$ cat src/rtl/boot_loader_if.sv
// Byte-stream input handshake and RAM write port of the boot loader.
// slave is the loader side, master is the stream source / RAM side.
interface boot_loader_if #(
  parameter int ADDRESS_SIZE = 11
);
  logic                    in_valid;
  logic [7:0]              in_data;
  logic                    in_ready;
  logic                    mem_wr_en;
  logic [ADDRESS_SIZE-1:0] mem_wr_addr;
  logic [31:0]             mem_wr_data;

  modport slave (
    input  in_valid, in_data,
    output in_ready, mem_wr_en, mem_wr_addr, mem_wr_data
  );

  modport master (
    output in_valid, in_data,
    input  in_ready, mem_wr_en, mem_wr_addr, mem_wr_data
  );
endinterface

$ cat src/rtl/boot_loader.sv
// Loads a length-prefixed big-endian byte image into instruction RAM.
// The core is held in reset until the whole image is written.
module boot_loader #(
  parameter int ADDRESS_SIZE     = 11,
  parameter int INSTRUCTION_SIZE = 20,
  parameter int MAX_WORDS        = 512,
  parameter int COUNT_SIZE       = 10
) (
  input  logic                  clk,
  input  logic                  reset,
  boot_loader_if.slave          bus,
  output logic                  cpu_reset,
  output logic                  done,
  output logic                  error,
  output logic [COUNT_SIZE-1:0] words_loaded
);

  typedef enum logic [2:0] {
    S_LEN_HI,
    S_LEN_LO,
    S_BYTE,
    S_WRITE,
    S_DONE,
    S_ERROR
  } state_t;

  state_t                  r_state, w_state_nx;
  logic [7:0]              r_len_hi, w_len_hi_nx;
  logic [COUNT_SIZE-1:0]   r_len, w_len_nx;
  logic [1:0]              r_byte_idx, w_byte_idx_nx;
  logic [31:0]             r_word, w_word_nx;
  logic [COUNT_SIZE-1:0]   r_words_loaded, w_words_loaded_nx;
  logic [ADDRESS_SIZE-1:0] r_wr_addr, w_wr_addr_nx;
  logic [31:0]             r_wr_data, w_wr_data_nx;

  logic                    w_ready;
  logic                    w_xfer;
  logic                    w_wr_en;
  logic [15:0]             w_len_rx;
  logic [31:0]             w_shift;
  logic [COUNT_SIZE-1:0]   w_words_inc;

  // in_ready is a pure function of state so no path exists from in_valid
  assign w_ready     = (r_state == S_LEN_HI) || (r_state == S_LEN_LO) || (r_state == S_BYTE);
  assign w_xfer      = bus.in_valid && w_ready;
  assign w_len_rx    = {r_len_hi, bus.in_data};
  assign w_shift     = {r_word[23:0], bus.in_data};
  assign w_words_inc = r_words_loaded + COUNT_SIZE'(1);

  always_comb begin
    w_state_nx        = r_state;
    w_len_hi_nx       = r_len_hi;
    w_len_nx          = r_len;
    w_byte_idx_nx     = r_byte_idx;
    w_word_nx         = r_word;
    w_words_loaded_nx = r_words_loaded;
    w_wr_addr_nx      = r_wr_addr;
    w_wr_data_nx      = r_wr_data;
    w_wr_en           = 1'b0;

    case (r_state)
      S_LEN_HI: begin
        if (w_xfer) begin
          w_len_hi_nx = bus.in_data;
          w_state_nx  = S_LEN_LO;
        end
      end
      S_LEN_LO: begin
        if (w_xfer) begin
          if ((w_len_rx == '0) || (w_len_rx > 16'(MAX_WORDS))) begin
            w_state_nx = S_ERROR;
          end else begin
            w_len_nx      = w_len_rx[COUNT_SIZE-1:0];
            w_byte_idx_nx = 2'd0;
            w_state_nx    = S_BYTE;
          end
        end
      end
      S_BYTE: begin
        if (w_xfer) begin
          w_word_nx     = w_shift;
          w_byte_idx_nx = r_byte_idx + 2'd1;
          if (r_byte_idx == 2'd3) begin
            w_state_nx = S_WRITE;
            // Write port registers only move for a word that will really be written
            if (w_shift[31:INSTRUCTION_SIZE] == '0) begin
              w_wr_data_nx = w_shift;
              w_wr_addr_nx = ADDRESS_SIZE'({r_words_loaded, 2'b00});
            end
          end
        end
      end
      S_WRITE: begin
        if (r_word[31:INSTRUCTION_SIZE] != '0) begin
          w_state_nx = S_ERROR;
        end else begin
          w_wr_en           = 1'b1;
          w_words_loaded_nx = w_words_inc;
          w_byte_idx_nx     = 2'd0;
          w_state_nx        = (w_words_inc == r_len) ? S_DONE : S_BYTE;
        end
      end
      S_DONE:  w_state_nx = S_DONE;
      S_ERROR: w_state_nx = S_ERROR;
      default: w_state_nx = S_LEN_HI;
    endcase
  end

  always_ff @(posedge clk) begin
    if (reset) begin
      r_state        <= S_LEN_HI;
      r_byte_idx     <= 2'd0;
      r_words_loaded <= '0;
      r_wr_addr      <= '0;
      r_wr_data      <= '0;
    end else begin
      r_state        <= w_state_nx;
      r_byte_idx     <= w_byte_idx_nx;
      r_words_loaded <= w_words_loaded_nx;
      r_wr_addr      <= w_wr_addr_nx;
      r_wr_data      <= w_wr_data_nx;
    end
  end

  // Assembly registers are always reloaded before use, so they carry no reset
  always_ff @(posedge clk) begin
    r_len_hi <= w_len_hi_nx;
    r_len    <= w_len_nx;
    r_word   <= w_word_nx;
  end

  assign bus.in_ready    = w_ready;
  assign bus.mem_wr_en   = w_wr_en;
  assign bus.mem_wr_addr = r_wr_addr;
  assign bus.mem_wr_data = r_wr_data;
  assign done            = (r_state == S_DONE);
  assign error           = (r_state == S_ERROR);
  assign cpu_reset       = (r_state != S_DONE);
  assign words_loaded    = r_words_loaded;

endmodule

$ cat src/flat_wrapper.sv
// flat-port wrapper written by rule: the top's interface ports become plain ports
module boot_loader_flat 
#(
  parameter int ADDRESS_SIZE     = 11,
  parameter int INSTRUCTION_SIZE = 20,
  parameter int MAX_WORDS        = 512,
  parameter int COUNT_SIZE       = 10
)
  (clk, reset, cpu_reset, done, error, words_loaded, bus_in_valid, bus_in_data, bus_in_ready, bus_mem_wr_en, bus_mem_wr_addr, bus_mem_wr_data);
  boot_loader_if #(.ADDRESS_SIZE(ADDRESS_SIZE)) bus_i ();
  input  logic clk;
  input  logic reset;
  output logic cpu_reset;
  output logic done;
  output logic error;
  output logic [COUNT_SIZE-1:0] words_loaded;
  input wire logic [$bits(bus_i.in_valid)-1:0] bus_in_valid;
  input wire logic [$bits(bus_i.in_data)-1:0] bus_in_data;
  output wire logic [$bits(bus_i.in_ready)-1:0] bus_in_ready;
  output wire logic [$bits(bus_i.mem_wr_en)-1:0] bus_mem_wr_en;
  output wire logic [$bits(bus_i.mem_wr_addr)-1:0] bus_mem_wr_addr;
  output wire logic [$bits(bus_i.mem_wr_data)-1:0] bus_mem_wr_data;
  assign bus_i.in_valid = bus_in_valid;
  assign bus_i.in_data = bus_in_data;
  assign bus_in_ready = bus_i.in_ready;
  assign bus_mem_wr_en = bus_i.mem_wr_en;
  assign bus_mem_wr_addr = bus_i.mem_wr_addr;
  assign bus_mem_wr_data = bus_i.mem_wr_data;
  boot_loader #(.ADDRESS_SIZE(ADDRESS_SIZE), .INSTRUCTION_SIZE(INSTRUCTION_SIZE), .MAX_WORDS(MAX_WORDS), .COUNT_SIZE(COUNT_SIZE)) u_core (.clk(clk), .reset(reset), .bus(bus_i), .cpu_reset(cpu_reset), .done(done), .error(error), .words_loaded(words_loaded));
endmodule
$ cat config.mk
export PLATFORM = sky130hd
export DESIGN_NAME = boot_loader_flat
export DESIGN_NICKNAME = d
export VERILOG_FILES = /design/src/rtl/boot_loader_if.sv /design/src/rtl/boot_loader.sv /design/src/flat_wrapper.sv
export SDC_FILE = /design/constraint.sdc
export NUM_CORES = 1
export LEC_CHECK = 0
export ABC_CLOCK_PERIOD_IN_PS = 3300
export BUFFER_PORTS_ARGS = -buffer_cell sky130_fd_sc_hd__buf_2
export CORE_ASPECT_RATIO = 1.5
export CORE_MARGIN = 3
export CORE_UTILIZATION = 50
export CTS_BUF_LIST = sky130_fd_sc_hd__clkbuf_16
export DETAILED_ROUTE_END_ITERATION = 8
export HOLD_SLACK_MARGIN = 0.08
export PLACE_DENSITY = 0.77
export SETUP_SLACK_MARGIN = 0.4
export SLEW_MARGIN = 0
export SYNTH_ARGS = -nofsm -noshare
export SYNTH_HDL_FRONTEND = slang
export SYNTH_SLANG_ARGS = --single-unit
$ cat constraint.sdc
create_clock -name clk -period 3.3 [get_ports clk]
set_clock_uncertainty 0.2 [all_clocks]
set_input_delay 0 -clock clk [delete_from_list [all_inputs] [get_ports clk]]
set_output_delay 0 -clock clk [all_outputs]
set_load 0.02 [all_outputs]
=== Yosys cells after proc, flatten, opt, wreduce, memory -nomap -nowiden ===
Cells that the tools add are included.

* Muxes and demuxes: 15
* Order comparisons: 1
* Bitwise gates (word level): 2
* Reductions and logical operators: 16
* $add $sub $neg: 2
* Equality and inequality tests: 14

{| class="wikitable"
|+ Operator list
! operator !! number
|-
| two-way mux 3 bit || 7
|-
| one-hot mux 3 bit (6 select lines) || 1
|-
| > comparator 16 x 10 -> 1 bit (second input constant) || 1
|-
| logical NOT 16 bit || 1
|-
| logical NOT 12 bit || 1
|-
| nonzero test 12 bit || 1
|-
| adder 10 x 1 -> 10 bit (second input constant) || 1
|-
| == test 10 bit || 1
|-
| two-way mux 2 bit || 4
|-
| AND reduction 4 bit || 2
|-
| == test 3 x 2 -> 1 bit (second input constant) || 2
|-
| == test 3 bit (second input constant) || 2
|-
| inequality test 2 x 1 -> 1 bit (second input constant) || 3
|-
| inequality test 2 bit (second input constant) || 3
|-
| one-hot mux 2 bit (3 select lines) || 1
|-
| AND reduction 2 bit || 3
|-
| AND reduction 5 bit || 1
|-
| == test 3 x 1 -> 1 bit (second input constant) || 1
|-
| logical NOT 3 bit || 1
|-
| logical OR 1 bit || 3
|-
| inequality test 3 bit (second input constant) || 1
|-
| AND reduction 3 bit || 1
|-
| nonzero test 3 bit || 1
|-
| adder 2 x 1 -> 2 bit (second input constant) || 1
|-
| other kinds (4) || 6
|}

* Input bits: 11
* Register bits after elaboration: 106
* Output and inout bits: 58
* Word-level logic and storage cells: 58

=== Longest topological paths before layout ===
* Depth after elaboration: 6
* Mapped depth: 8
* Gate-level depth less buffers: 7

=== Worst setup path after synthesis ===
OpenSTA, ideal clock, no wires.

* Kind: flip-flop to flip-flop
* From: reg u_core.r_state[0]
* To: reg u_core.r_wr_addr[3] (netlist: u_core.bus.mem_wr_addr[3])
* Path slack: 188 ps
* Library setup time: 69 ps
* Buffers on the path: 2
* Arrival time: 2843 ps
* Required time: 3031 ps
* Clock period less this slack: 3112 ps
* Cell stages (with the launch flop): 8
* Cell sequence: dfxtp_1 -> nand2b_1 -> nor2_1 -> and4_4 -> buf_6 -> buf_8 -> nand2_1 -> a21oi_2

* Word-level cells in the longest chain between the ends: 5
* Elaborated cells between the ends (all ways): 7
* Classes of those cells: eq/ne (2); reduce/logical (5)

{| class="wikitable"
|+ RTL lines
! what !! line !! RTL
|-
| start, declared || boot_loader.sv:27 || <nowiki>state_t r_state, w_state_nx;</nowiki>
|-
| start signal, assigned || boot_loader.sv:117 || <nowiki>r_state <= w_state_nx;</nowiki>
|-
| == test 3 x 1 -> 1 bit / logical NOT 3 bit (equally long branches) || boot_loader.sv:44 || <nowiki>assign w_ready = (r_state == S_LEN_HI) || (r_state == S_LEN_LO) || (r_state == S_BYTE);</nowiki>
|-
| logical OR 1 bit (2 in series) || boot_loader.sv:44 ||
|-
| logical AND 1 bit || boot_loader.sv:45 || <nowiki>assign w_xfer = bus.in_valid && w_ready;</nowiki>
|-
| AND reduction 4 bit (no source line) (*) || -- ||
|-
| end signal, assigned || boot_loader.sv:120 || <nowiki>r_wr_addr <= w_wr_addr_nx;</nowiki>
|-
| end, declared || boot_loader.sv:33 || <nowiki>logic [ADDRESS_SIZE-1:0] r_wr_addr, w_wr_addr_nx;</nowiki>
|}

Mark *: on every way between the ends. The rest lies on a longest branch, timed or not.
A chain may end at the register's enable or synchronous reset.

=== Final worst setup path ===
* From: reg u_core.r_words_loaded[0] (netlist: u_core.words_loaded[0])
* To: reg u_core.r_state[1]

* Word-level cells in the longest chain between the ends: 5

{| class="wikitable"
|+ RTL lines
! what !! line !! RTL
|-
| start, declared || boot_loader.sv:32 || <nowiki>logic [COUNT_SIZE-1:0] r_words_loaded, w_words_loaded_nx;</nowiki>
|-
| start signal, assigned || boot_loader.sv:119 || <nowiki>r_words_loaded <= w_words_loaded_nx;</nowiki>
|-
| adder 10 x 1 -> 10 bit || boot_loader.sv:48 || <nowiki>assign w_words_inc = r_words_loaded + COUNT_SIZE'(1);</nowiki>
|-
| == test 10 bit || boot_loader.sv:100 || <nowiki>w_state_nx = (w_words_inc == r_len) ? S_DONE : S_BYTE;</nowiki>
|-
| two-way mux 3 bit || boot_loader.sv:100 ||
|-
| two-way mux 3 bit || boot_loader.sv:94 || <nowiki>if (r_word[31:INSTRUCTION_SIZE] != '0) begin</nowiki>
|-
| one-hot mux 3 bit (6 select lines) || boot_loader.sv:61 || <nowiki>case (r_state)</nowiki>
|}

Every way passes these cells.

==> flow_metrics.tcl <==
set metrics [dict create \
    rr_startpoint "u_core.words_loaded[0]" \
    rsz0062_at_grt "no" \
    fmax_ghz 0.400 \
    core_area_um2 7810 \
    path_buf_inv 0 \
    ys_types 49 \
    std_cell_rows 39 \
    cp_top_family "flip-flops" \
    die_x_um 80.1 \
    io_pins 69 \
    power_w 0.00243 \
    min_to "u_core.r_len_hi[3]" \
    top_usage_layer "met2" \
    dpl_cell_area_um2 4520 \
    htreeDepth 3 \
    start_kind "register" \
    ys_ff_latch 106 \
    maxCapViolCount 0 \
    setup_viol 0 \
    relSlewSlack_pct 64.8 \
    synthAdderAreaFrac_pct 0.607 \
    synthArstFlopShare_pct 0 \
    min_path_cells 2 \
    synthMuxAreaShare_pct 0.971 \
    min_from "bus_in_data[3]" \
    fin_tns_setup_ps 0 \
    drcViolationCount 0 \
    grt_use_met3_pct 4.06 \
    layout_min_cycle_time_ps 2500 \
    fin_util_pct 62.6 \
    clk_pin_slew_ps 70 \
    cpMaxStageDelayCell "dfxtp_1" \
    reg2reg_depth 7 \
    drt_iter0_markers 225 \
    met2_usage_pct 30.3 \
    io_buffers 66 \
    final_area_um2 4890 \
    rrSetupSlack_ps 800 \
    cpMostUsedCell "xnor2_1" \
    synth-simple-area-share_pct 18.6 \
    synth_top_family_by_area "simple AND/OR/NAND/NOR gates" \
    crit_arrival_ps 2520 \
    cts_inserted_buffers 9 \
    worst_slew_pin_slew_ps 527 \
    grt_overflow_total 0 \
    crit_chain "ha_1, xnor2_1, xnor2_1, nor3_1, o2111ai_1, o311ai_0, nand2_1" \
    drtPass1Iterations 5 \
    grt_antenna_before_repair 0 \
    synthXorXnorAreaFrac_pct 4.67 \
    run_status "finished clean" \
    synthToLayoutAreaGrowth_pct 18.5 \
    grt_pass1_wl_mm 13.0 \
    vdd_drop_max_mv 0.425 \
    hold_viol 0 \
    synth_compound_area_share_pct 7.95 \
    synth-main-ff-cell "dfxtp_1" \
    yosysWarnings 0 \
    post_cts_resized 0 \
    min_path_type "primary input to register" \
    layout_common_cells "72 x nand2_1, 66 x buf_2, 56 x dfxtp_1, 50 x edfxtp_1, 26 x a21oi_1" \
    p_per_area_nw_per_um2 497 \
    viasPerCell 5.29 \
    crit_type "register to register" \
    die-area_um2 9390 \
    layout_setup_ws_ps 798 \
    syn-cell-area_um2 4120 \
    r2r-end "u_core.r_state[1]" \
    cp_slowest_stage_delay_ps 590 \
    drive_gt1_share_pct 22.3 \
    final_common_cell "nand2_1" \
    gr-usage-all-layers_pct 18.3 \
    wl_mm 8.01 \
    synth.avg_cell_area_um2 11.2 \
    ant_nets 0 \
    synth-seq-area-share_pct 63.6 \
    finalCritPeriodShare_pct 75.8 \
    via_count 2890 \
    insertion_delay_ps 340 \
    grt_use_met1_pct 22.1 \
    end_kind "register" \
    wl_per_cell_um 14.7 \
    synth_edf_count 50 \
    first_global_vias 2773 \
    clock-root-buffer "clkbuf_16" \
    cts_tree "built" \
    slew_viol_final 0 \
    gp_congestion 0.852 \
    clockBufferDepth 2 \
    required_ps 3320 \
    nNetsFinal 452 \
    initial_utilization_pct 52.8 \
    crit_fanout 10 \
    diodes 0 \
    fillers 649 \
    dp_hpwl_mm 5.73 \
    static-leakage-power_nw 1.82 \
    grt_max_degree 34 \
    pre_cts_slack_ps 772 \
    die-height_um 117 \
    cts.sinks 106 \
    postSynthCellCount 368 \
]
-- synthesized netlist by cell type (5+ instances only) --
cell      instances  area (um^2)
xnor2_1          14          123
nor2_1           24         90.1
nor4_1            6         37.5
xor2_1            8         70.1
buf_2             8         40.0
edfxtp_1         50         1500
nand2b_1          5         31.3
nor3_1            6         30.0
and2_1           12         75.1
nand4_1           5         31.3
nand2_1          72          270
nand3_1           5         25.0
clkbuf_1         11         41.3
a21oi_2           5         43.8
a21oi_1          26          130
dfxtp_1          56         1120
-- logic make-up (layout without fill, tap and decap cells) --
| logic type | count (synthesis) | in the layout |
|---|---|---|
| AND/OR/NAND/NOR | 154 | 154 |
| adder cells (fa/ha/maj) | 2 | 2 |
| AO/OA/AOI/OAI | 51 | 51 |
| buffers and inverters | 28 | 103 |
| flip-flops | 106 | 106 |
| other | 1 | 2 |
| multiplexers | 4 | 4 |
| XOR/XNOR | 22 | 22 |
-- registers in the layout, indices dropped and copies added, names as in the netlist --
register / flops
u_core.bus.mem_wr_data: 32
u_core.r_word: 32
u_core.r_len: 10
u_core.words_loaded: 10
u_core.bus.mem_wr_addr: 9
u_core.r_len_hi: 8
u_core.r_state: 3
u_core.r_byte_idx: 2
-- metal layers --
layer | vias to the layer above | part of all wire [%]
met2 | 100 | 50
li1 | 1425 | -
met3 | 22 | 5.7
met1 | 1343 | 41
met4 | 0 | 3.2
met5 | - | 0
-- area by class of cell --
| class | instances | area, um^2 | share of cell area (%) |
|---|---|---|---|
| clock buffer | 9 | 225 | 4.61 |
| inverter | 4 | 15.0 | 0.307 |
| timing repair buffer | 83 | 483 | 9.88 |
| sequential | 106 | 2620 | 53.7 |
| tap | 102 | 128 | 2.61 |
| clock inverter | 7 | 45.0 | 0.922 |
| multi-input combinational | 235 | 1370 | 28.0 |
-- metrics by stage --
stage	hold WS, ps	cells
final	243	546
after detailed placement	46.6	520
after floorplan	-101	369
after global placement	52.6	520
after global routing	258	546
after CTS	229	546
-- what timing repair did --
item,4_1_cts,5_1_grt
hold buffers,10,0
hold endpoints to repair,49,0
setup buffers,0,0
-- worst max-delay path by stage --
stage | start | end | slack, ps | depth (start not counted)
finish | u_core.words_loaded[0] | u_core.r_state[1] | 800 | 7
global route | u_core.words_loaded[0] | u_core.r_state[1] | 530 | 7
CTS | u_core.words_loaded[0] | u_core.r_state[1] | 760 | 7
detailed placement | u_core.words_loaded[0] | u_core.r_state[1] | 770 | 7
global placement | u_core.words_loaded[0] | u_core.r_state[1] | 750 | 7
floorplan | u_core.r_state[0] | u_core.bus.mem_wr_addr[3] | 790 | 7
-- power breakdown --
group	internal, W	switching (W)
Clock	0.000510	0.000445
Sequential	0.00138	0.0000126
Combinational	0.0000294	0.0000462
Total	0.00192	0.000503
-- worst reg2reg max path, cell delays in order (launching register included) --
cell       delay, ps
dfxtp_1          590
ha_1             470
xnor2_1          150
xnor2_1          140
nor3_1           190
o2111ai_1        200
o311ai_0         370
nand2_1           80
No activity file was read; power rests on OpenSTA's default activity.
